===== config.mk =====
export PLATFORM = sky130hd
export DESIGN_NAME = keypad_scan
export DESIGN_NICKNAME = d
export VERILOG_FILES = /design/src/rtl/keypad_pkg.sv /design/src/rtl/keypad_sync2.sv /design/src/rtl/keypad_scan.sv
export SDC_FILE = /design/constraint.sdc
export NUM_CORES = 1
export LEC_CHECK = 0
export ABC_AREA = 1
export ABC_CLOCK_PERIOD_IN_PS = 4170
export CORE_MARGIN = 3
export CORE_UTILIZATION = 35
export DETAILED_ROUTE_END_ITERATION = 12
export PLACE_DENSITY = 0.63
export SLEW_MARGIN = 20
export SYNTH_ARGS = -nofsm -noshare
export SYNTH_HDL_FRONTEND = slang
export SYNTH_HIERARCHICAL = 1
export SYNTH_SLANG_ARGS = --single-unit

===== constraint.sdc =====
create_clock -name clk -period 4.17 [get_ports clk]
set_input_delay 0.6255 -clock clk [delete_from_list [all_inputs] [get_ports clk]]
set_output_delay 0.6255 -clock clk [all_outputs]
set_load 0.05 [all_outputs]

===== src/rtl/keypad_pkg.sv =====
// Shared types, key layout and row-pattern classification for the 4x4 keypad scanner.
package keypad_pkg;

    typedef enum logic [1:0] {
        SCAN     = 2'd0,
        DEBOUNCE = 2'd1,
        PRESSED  = 2'd2,
        RELEASE  = 2'd3
    } state_t;

    typedef enum logic [1:0] {
        ROWS_IDLE   = 2'd0,
        ROWS_SINGLE = 2'd1,
        ROWS_MULTI  = 2'd2
    } rows_class_t;

    // Indexed by {row, col}; bottom row is * = E, 0, # = F, D.
    localparam logic [3:0] KEY_MAP [16] = '{
        4'h1, 4'h2, 4'h3, 4'hA,
        4'h4, 4'h5, 4'h6, 4'hB,
        4'h7, 4'h8, 4'h9, 4'hC,
        4'hE, 4'h0, 4'hF, 4'hD
    };

    function automatic rows_class_t onehot_low(input logic [3:0] rows);
        rows_class_t cls;
        case (rows)
            4'hF:                   cls = ROWS_IDLE;
            4'hE, 4'hD, 4'hB, 4'h7: cls = ROWS_SINGLE;
            default:                cls = ROWS_MULTI;
        endcase
        return cls;
    endfunction

    function automatic logic [1:0] low_index(input logic [3:0] rows);
        logic [1:0] idx;
        case (rows)
            4'hD:    idx = 2'd1;
            4'hB:    idx = 2'd2;
            4'h7:    idx = 2'd3;
            default: idx = 2'd0;
        endcase
        return idx;
    endfunction

endpackage


===== src/rtl/keypad_sync2.sv =====
// Two-flop synchroniser for the asynchronous, active-low keypad row inputs.
module keypad_sync2 (
    input  logic       clk,
    input  logic       rst,
    input  logic [3:0] i_d,
    output logic [3:0] o_q
);

    logic [3:0] r_meta;
    logic [3:0] r_sync;

    // Cleared to the idle (all-high) pattern so reset never looks like a press.
    always_ff @(posedge clk) begin
        if (rst) begin
            r_meta <= 4'hF;
            r_sync <= 4'hF;
        end else begin
            r_meta <= i_d;
            r_sync <= r_meta;
        end
    end

    assign o_q = r_sync;

endmodule


===== src/rtl/keypad_scan.sv =====
// 4x4 keypad scanner with press/release debounce and a one-clock key_valid strobe.
// Optional auto-repeat while held is built only when KEYPAD_REPEAT_EN is defined.
//
//   state    | meaning
//   SCAN     | rotating the driven column, waiting for a single row low
//   DEBOUNCE | column frozen, row pattern must stay stable to accept
//   PRESSED  | key accepted and held; other keys ignored
//   RELEASE  | rows idle, must stay idle to drop the key
module keypad_scan
    import keypad_pkg::*;
#(
    parameter int SCAN_DIV        = 1000,
    parameter int DEBOUNCE_CYCLES = 20000,
    parameter int REPEAT_DELAY    = 500000,
    parameter int REPEAT_PERIOD   = 100000
) (
    input  logic       clk,
    input  logic       rst,
    input  logic [3:0] rows,
    output logic [3:0] cols,
    output logic [3:0] key_code,
    output logic       key_valid,
    output logic       key_held
);

    localparam int DIV_W = $clog2(SCAN_DIV) + 1;
    localparam int DEB_W = $clog2(DEBOUNCE_CYCLES) + 1;
    localparam logic [DIV_W-1:0] DIV_LAST = DIV_W'(SCAN_DIV - 1);
    localparam logic [DEB_W-1:0] DEB_LAST = DEB_W'(DEBOUNCE_CYCLES - 1);

    if (SCAN_DIV < 4 || DEBOUNCE_CYCLES < 2 || REPEAT_DELAY < 2 || REPEAT_PERIOD < 2) begin : g_bad_params
        $error("keypad_scan: parameter out of range");
    end

    logic [3:0]       w_rows_s;
    rows_class_t      w_class;
    state_t           r_state;
    state_t           w_state_next;
    logic [1:0]       r_col_idx;
    logic [1:0]       r_row_idx;
    logic [DIV_W-1:0] r_div;
    logic [DEB_W-1:0] r_deb_cnt;
    logic [3:0]       r_key_code;
    logic             r_key_valid;
    logic             w_row_match;
    logic             w_deb_done;
    logic             w_accept;
    logic             w_repeat;
    logic             w_strobe;
    logic             w_col_step;

    keypad_sync2 u_sync (
        .clk (clk),
        .rst (rst),
        .i_d (rows),
        .o_q (w_rows_s)
    );

    assign w_class     = onehot_low(w_rows_s);
    assign w_row_match = (w_rows_s == ~(4'b0001 << r_row_idx));
    assign w_deb_done  = (r_deb_cnt == DEB_LAST);

    always_ff @(posedge clk) begin
        if (rst) begin
            r_state <= SCAN;
        end else begin
            r_state <= w_state_next;
        end
    end

    always_comb begin
        w_state_next = r_state;
        case (r_state)
            SCAN: begin
                if (w_class == ROWS_SINGLE) w_state_next = DEBOUNCE;
            end
            DEBOUNCE: begin
                if (!w_row_match)    w_state_next = SCAN;
                else if (w_deb_done) w_state_next = PRESSED;
            end
            PRESSED: begin
                if (w_class == ROWS_IDLE) w_state_next = RELEASE;
            end
            RELEASE: begin
                if (w_class != ROWS_IDLE) w_state_next = PRESSED;
                else if (w_deb_done)      w_state_next = SCAN;
            end
            default: w_state_next = SCAN;
        endcase
    end

    always_comb begin
        w_accept   = (r_state == DEBOUNCE) && (w_state_next == PRESSED);
        w_strobe   = w_accept | w_repeat;
        w_col_step = ((r_state == DEBOUNCE || r_state == RELEASE) && w_state_next == SCAN) ||
                     (r_state == SCAN && w_state_next == SCAN && r_div == DIV_LAST);
        cols       = ~(4'b0001 << r_col_idx);
        key_held   = (r_state == PRESSED) || (r_state == RELEASE);
    end

    always_ff @(posedge clk) begin
        if (rst) begin
            r_col_idx   <= 2'd0;
            r_row_idx   <= 2'd0;
            r_div       <= '0;
            r_deb_cnt   <= '0;
            r_key_code  <= 4'h0;
            r_key_valid <= 1'b0;
        end else begin
            r_key_valid <= w_strobe;
            if (w_col_step) r_col_idx <= r_col_idx + 2'd1;
            // Divider only runs while idle-scanning so each column gets a full dwell.
            if (r_state == SCAN && w_state_next == SCAN && r_div != DIV_LAST)
                r_div <= r_div + 1'b1;
            else
                r_div <= '0;
            if (r_state == SCAN && w_state_next == DEBOUNCE) r_row_idx <= low_index(w_rows_s);
            if (w_state_next != r_state)
                r_deb_cnt <= '0;
            else if (r_deb_cnt != '1)
                r_deb_cnt <= r_deb_cnt + 1'b1;
            if (w_accept) r_key_code <= KEY_MAP[{r_row_idx, r_col_idx}];
        end
    end

`ifdef KEYPAD_REPEAT_EN
    localparam int RPT_MAX = (REPEAT_DELAY > REPEAT_PERIOD) ? REPEAT_DELAY : REPEAT_PERIOD;
    localparam int RPT_W   = $clog2(RPT_MAX) + 1;
    localparam logic [RPT_W-1:0] RPT_FIRST = RPT_W'(REPEAT_DELAY - 1);
    localparam logic [RPT_W-1:0] RPT_NEXT  = RPT_W'(REPEAT_PERIOD - 1);

    logic [RPT_W-1:0] r_rpt_cnt;
    logic             r_rpt_first;
    logic             w_hold;

    assign w_hold   = (r_state == PRESSED) && (w_state_next == PRESSED);
    assign w_repeat = w_hold && (r_rpt_cnt == (r_rpt_first ? RPT_FIRST : RPT_NEXT));

    // Re-armed on every entry to PRESSED, including a bounce back from RELEASE.
    always_ff @(posedge clk) begin
        if (rst) begin
            r_rpt_cnt   <= '0;
            r_rpt_first <= 1'b1;
        end else if (w_state_next == PRESSED && r_state != PRESSED) begin
            r_rpt_cnt   <= '0;
            r_rpt_first <= 1'b1;
        end else if (w_repeat) begin
            r_rpt_cnt   <= '0;
            r_rpt_first <= 1'b0;
        end else if (r_rpt_cnt != '1) begin
            r_rpt_cnt   <= r_rpt_cnt + 1'b1;
        end
    end
`else
    assign w_repeat = 1'b0;
`endif

    assign key_code  = r_key_code;
    assign key_valid = r_key_valid;

endmodule

Word level (Yosys, flattened, before mapping) --
Memories as Yosys holds them, arrays and structs flattened. A register that Yosys moved wholly into a read port is not among the register bits. Index checks and enable logic that the tools add are counted.
Storage, ports and cells: word-level logic and storage cells 60, output and inout bits 10, flip-flop bits (word level) 42, ROM bits 64, input port bits 6, memories kept 1
Operators by class: equal/unequal tests 17, bitwise operators 4, add/subtract/negate cells 3, muxes and demuxes 9, shift operators 2, reduce and logical (&&, ||, !) cells 16
Memory list:
- (no name shown) | depth 16, bits a word 4, rd ports 1, clocked after memory_dff 1, wr ports 0, RTL line keypad_scan.sv:122 | if (w_accept) r_key_code <= KEY_MAP[{r_row_idx, r_col_idx}];
Operator list (number):
- adder 16 x 1 -> 16 bit, second input constant | 1
- == test 16 x 15 -> 1 bit, second input constant | 1
- == test 4 bit, second input constant | 4
- inequality test 16 bit, second input constant | 1
- two-way mux 2 bit | 6
- adder 11 x 1 -> 11 bit, second input constant | 1
- == test 11 x 10 -> 1 bit, second input constant | 1
- inequality test 11 x 10 -> 1 bit, second input constant | 1
- NOT 4 bit | 2
- case mux 2 bit (4 select lines) | 1
- << shifter 1 x 2 -> 4 bit, first input constant | 2
- == test 2 x 1 -> 1 bit, second input constant | 3
- == test 2 bit, second input constant | 3
- logical AND 1 bit | 6
- logical NOT 2 bit | 3
- case mux 2 bit (3 select lines) | 1
- NOT 4 -> 5 bit | 1
- == test 4 x 3 -> 1 bit, second input constant | 1
- == test 4 bit | 1
- case mux 2 bit (2 select lines) | 1
- OR reduction 2 bit | 2
- OR reduction 4 bit | 1
- logical OR 1 bit | 3
- adder 2 x 1 -> 2 bit, second input constant | 1
- 3 further kinds | 3

Depth between registers and ports, before layout --
depth in word-level cells 11, depth in mapped cells 14

By module --
The synthesis kept the hierarchy.
By module, submodules not included:
- keypad_scan | cells an instance 301, area an instance 2163.3 µm², times used 1, sequential area each 760.7 µm²
- keypad_sync2 | cells an instance 25, area an instance 224.0 µm², times used 1, sequential area each 160.2 µm²

Least setup slack after synthesis --
Ideal clock, no wire load.
path kind reg-to-reg, from register r_deb_cnt[0], to register r_deb_cnt[2], data arrival time 1573 ps, setup time 119 ps, path slack 2478 ps, period minus slack after synthesis 1692 ps, stages on the path, launching flop included 10, path through dfxtp_1 > ha_1 > nand2_2 > nor3_2 > nand3_2 > nor3_2 > nand3_2 > buf_6 > a21oi_1 > nor3_1
On the way: word-level cells in the longest chain between the ends 6, elaborated cells on any way between the ends 10, those cells by class 1 x add/sub; 3 x eq/ne; 5 x mux; 1 x reduce/logical
Ends and longest elaborated chain:
- start, declared | RTL line keypad_scan.sv:42 | logic [DEB_W-1:0] r_deb_cnt;
- start signal, assigned | RTL line keypad_scan.sv:121 | r_deb_cnt <= r_deb_cnt + 1'b1;
- == test 16 x 15 -> 1 bit | RTL line keypad_scan.sv:61 | assign w_deb_done = (r_deb_cnt == DEB_LAST);
- two-way mux 2 bit, on equally long branches | RTL line keypad_scan.sv:86, keypad_scan.sv:79
- two-way mux 2 bit, on equally long branches | RTL line keypad_scan.sv:85, keypad_scan.sv:78
- case mux 2 bit (4 select lines) | RTL line keypad_scan.sv:73 | case (r_state)
- inequality test 2 bit | RTL line keypad_scan.sv:118 | if (w_state_next != r_state)
- OR reduction 2 bit (no source line)
Parallel ways exist; a longest one is shown, timed or not. A chain may end at the register's enable or synchronous reset.

Final worst setup path --
from register r_col_idx[0], to output port cols[0]
On the way: word-level cells in the longest chain between the ends 2
Ends and longest elaborated chain:
- start, declared | RTL line keypad_scan.sv:39 | logic [1:0] r_col_idx;
- start signal, assigned | RTL line keypad_scan.sv:111 | if (w_col_step) r_col_idx <= r_col_idx + 2'd1;
- << shifter 1 x 2 -> 4 bit | RTL line keypad_scan.sv:97 | cols = ~(4'b0001 << r_col_idx);
- NOT 4 bit | RTL line keypad_scan.sv:97
- end, declared | RTL line keypad_scan.sv:20 | output logic [3:0] cols,
No other way between the ends.

==> flow_summary_export.csv <==
group,metric,value,unit
final_layout,post-route-util,41.4,%
final_layout,nFillCells,673,
yosys,yosysSeqAreaShare,38.6,%
timing,slew_viol_final,0,
yosys,synth_common_cells,"nand2_1, dfxtp_1, nor2_1, inv_1, nand3_1",
placed_design,hpwl,3230,um
yosys,synth_top_cell_by_area,"dfxtp_1",
yosys,synthXorXnorAreaFrac,3.67,%
timing,tns,0,ns
run_status,status,"completed",
final_layout,drive_gt1_share,11.1,%
yosys,syn_avg_cell_area,7.32,um2
yosys,synth_compound_area_share,11.2,%
floorplan,die_area,0.00785,mm2
floorplan,io_pins,16,
drt,vias_per_cell,4.68,
yosys,yosysMostFrequentCell,"nand2_1",
setup_path,cp-end-kind,"output port",
final_layout,layout.nets,355,
placed_design,gp_congestion,0.877,
cts,clock_sinks,46,
setup_path,r2r-start,"r_deb_cnt[0]",
final_layout,regArea,921,um2
hold_path,hold_class,"reg -> reg",
drt,wirelength,4270,um
drt,wl_per_cell,10.2,um
power_and_ir_drop,peakVddDrop,0.289,mV
job,max_cap_violations,0,
cts,post_cts_resized,0,
timing,relSlewSlack,66.5,%
setup_path,rr_worst_depth,9,
cts,clock_path_buffers,2,
setup_path,crit_type,"reg -> out",
cts,cts-root-buf,"clkbuf_8",
final_layout,multi_input_area,0.00123,mm2
cts,htreeDepth,2,
timing,fin_crit,2.56,ns
yosys,netlist.area_leader.share,38.6,%
power_and_ir_drop,total_power,906,uW
drt,dr.pass1.iters,4,
cts,clk_pin_slew,0.09,ns
cts,cts_hold_buf,0,
placed_design,pre_cts_slack,1.84,ns
yosys,syn_nets,340,
timing,clock.fmax,391,MHz
timing,tightestPinTransition,0.501,ns
timing,fin_skew,0.0143,ns
cts,cts_made_buffers,5,
timing,grt_setup_unrepaired,"false",
hold_path,min_path_cells,2,
drt,antenna_left,0,
hold_path,hold_end,"u_sync/o_q[2]",
grt,grt_usage,12.3,%
cts,insertion_delay,0.30,ns
timing,hold_viol,0,
grt,overflow,0,
grt,grt_pass1_vias,1796,
drt,drt_iter0_drc,88,
timing,period_share,61.3,%
floorplan,start_util,36.8,%
yosys,synth_simple_gate_area_share,32.5,%
power_and_ir_drop,p_leak,1.08,nW
cts,postCtsSetupRepairBufs,0,
timing,setup_viol,0,
final_layout,area_growth,12.6,%
floorplan,coreArea,0.00649,mm2
drt,post-route-drc-count,0,
yosys,synth_top_family_by_area,"simple AND/OR/NAND/NOR gates",
floorplan,row_count,29,
yosys,synth.distinct_cells,36,
yosys,synth-main-ff-cell,"dfxtp_1",
hold_path,min_from,"u_sync/r_meta[2]",
setup_path,timing.reg2reg.setup_slack,2.04,ns
final_layout,diodes,0,
setup_path,crit_fanout,6,
setup_path,r2r-end,"r_deb_cnt[2]",
grt,grt_pass1_wl,7770,um
yosys,yosysWarnings,6,
yosys,synth_fa_ha_area_share,4.19,%
yosys,synth.area.mux_share,0,%
yosys,syn_inst,326,
timing,setup_slack,1.61,ns
cts,cts_tree,"done",
placed_design,io_buffers,15,
grt,antenna_found_initial,0,
yosys,synth_edf_count,0,
yosys,yosys-top-cells-area,"dfxtp_1, nand2_1, nor2_1",
drt,vias,1962,
yosys,async_reset_ff_share,0,%
grt,grt_max_degree,17,
setup_path,worstSetupStartpointType,"flop",
power_and_ir_drop,power_density,337,mW/mm2
setup_path,cp_data_required_time,3.54,ns
floorplan,die_h,88.6,um
floorplan,die_w,88.6,um
yosys,synth_seq_cells,46,
yosys,syn_area,0.00239,mm2
setup_path,arrival,1.93,ns
==> critical path, cell delays in order, from the launching register on <==
cell and delay, ns:
dfxtp_1 0.43, inv_1 0.14, ha_1 0.23, inv_1 0.05, clkdlybuf4s50_1 0.79
==> logic make-up (layout without fill, tap and decap cells) <==
logic type	after synthesis	in the layout
AO/OA/AOI/OAI	42	42
XOR/XNOR	10	10
adder cells (fa/ha/maj)	8	8
buffers and inverters	55	71
flip-flops	46	46
AND/OR/NAND/NOR	165	165
==> placed cells by master (no fill, tap or decap) <==
master	count
nor2_4	1
bufinv_16	1
nand4_1	9
dfxtp_1	46
nor4_1	1
o21ai_0	13
or3_1	1
nor3b_1	1
xnor2_1	4
nor3_1	9
clkdlybuf4s50_1	15
clkinv_1	1
xor2_1	6
o21a_1	1
nor2_2	6
ha_1	8
nand2_1	63
clkinv_2	3
a21oi_2	4
inv_1	42
a21oi_1	10
nand3_2	3
nand2_2	3
a31oi_4	1
nand3_1	16
a31oi_1	8
inv_2	4
nor2_1	44
or2_2	2
o21bai_1	4
o211ai_1	1
nand3_4	1
nor2b_1	1
nor3_2	4
clkbuf_8	5
==> worst max-delay path by stage <==
stage | startpoint | end | slack, ns | cells past startpoint
after global placement | rst | r_div[10] | 1.85 | 5
after detailed placement | rst | r_div[10] | 1.84 | 5
final | r_col_idx[0] | cols[0] | 1.61 | 4
after CTS | r_col_idx[0] | cols[0] | 1.59 | 4
after global routing | r_col_idx[0] | cols[0] | 1.50 | 4
after floorplan | r_deb_cnt[0] | r_deb_cnt[2] | 2.48 | 9
==> where the power goes <==
group / switching, mW / internal (mW)
clock: 0.147 / 0.176
sequential: 0.0166 / 0.453
combinational: 0.0721 / 0.0405
==> layout make-up <==
class / instances / area share, %
inverters: 48 / 6.75
clock buffers: 5 / 2.56
multi-input cells: 225 / 45.8
flip-flops and latches: 46 / 34.2
repair buffers: 15 / 5.58
clock inverters: 3 / 1.49
well taps: 77 / 3.58
==> state kept, by name, indices dropped and copies added, names as in the netlist <==
signal / flops
key_code: 4
key_valid: 1
r_col_idx: 2
r_deb_cnt: 16
r_div: 11
r_row_idx: 2
r_state: 2
u_sync/o_q: 4
u_sync/r_meta: 4
==> stage by stage <==
step / hold slack (ns) / area (um2) / instances
6_report: 0.414 / 2690 / 419
5_1_grt: 0.442 / 2690 / 419
4_1_cts: 0.420 / 2690 / 419
3_5_place_dp: 0.401 / 2580 / 411
3_3_place_gp: 0.396 / 2580 / 411
2_1_floorplan: 0.387 / 2390 / 326
==> layer usage <==
layer	track usage [%]	vias up	part of all wire, %
met3	3.07	5	3.5
li1	-	1074	-
met1	17.5	857	55
met5	0	-	0
met2	18.6	26	41
met4	3.71	0	0.77
No activity file was read; power rests on OpenSTA's default activity.
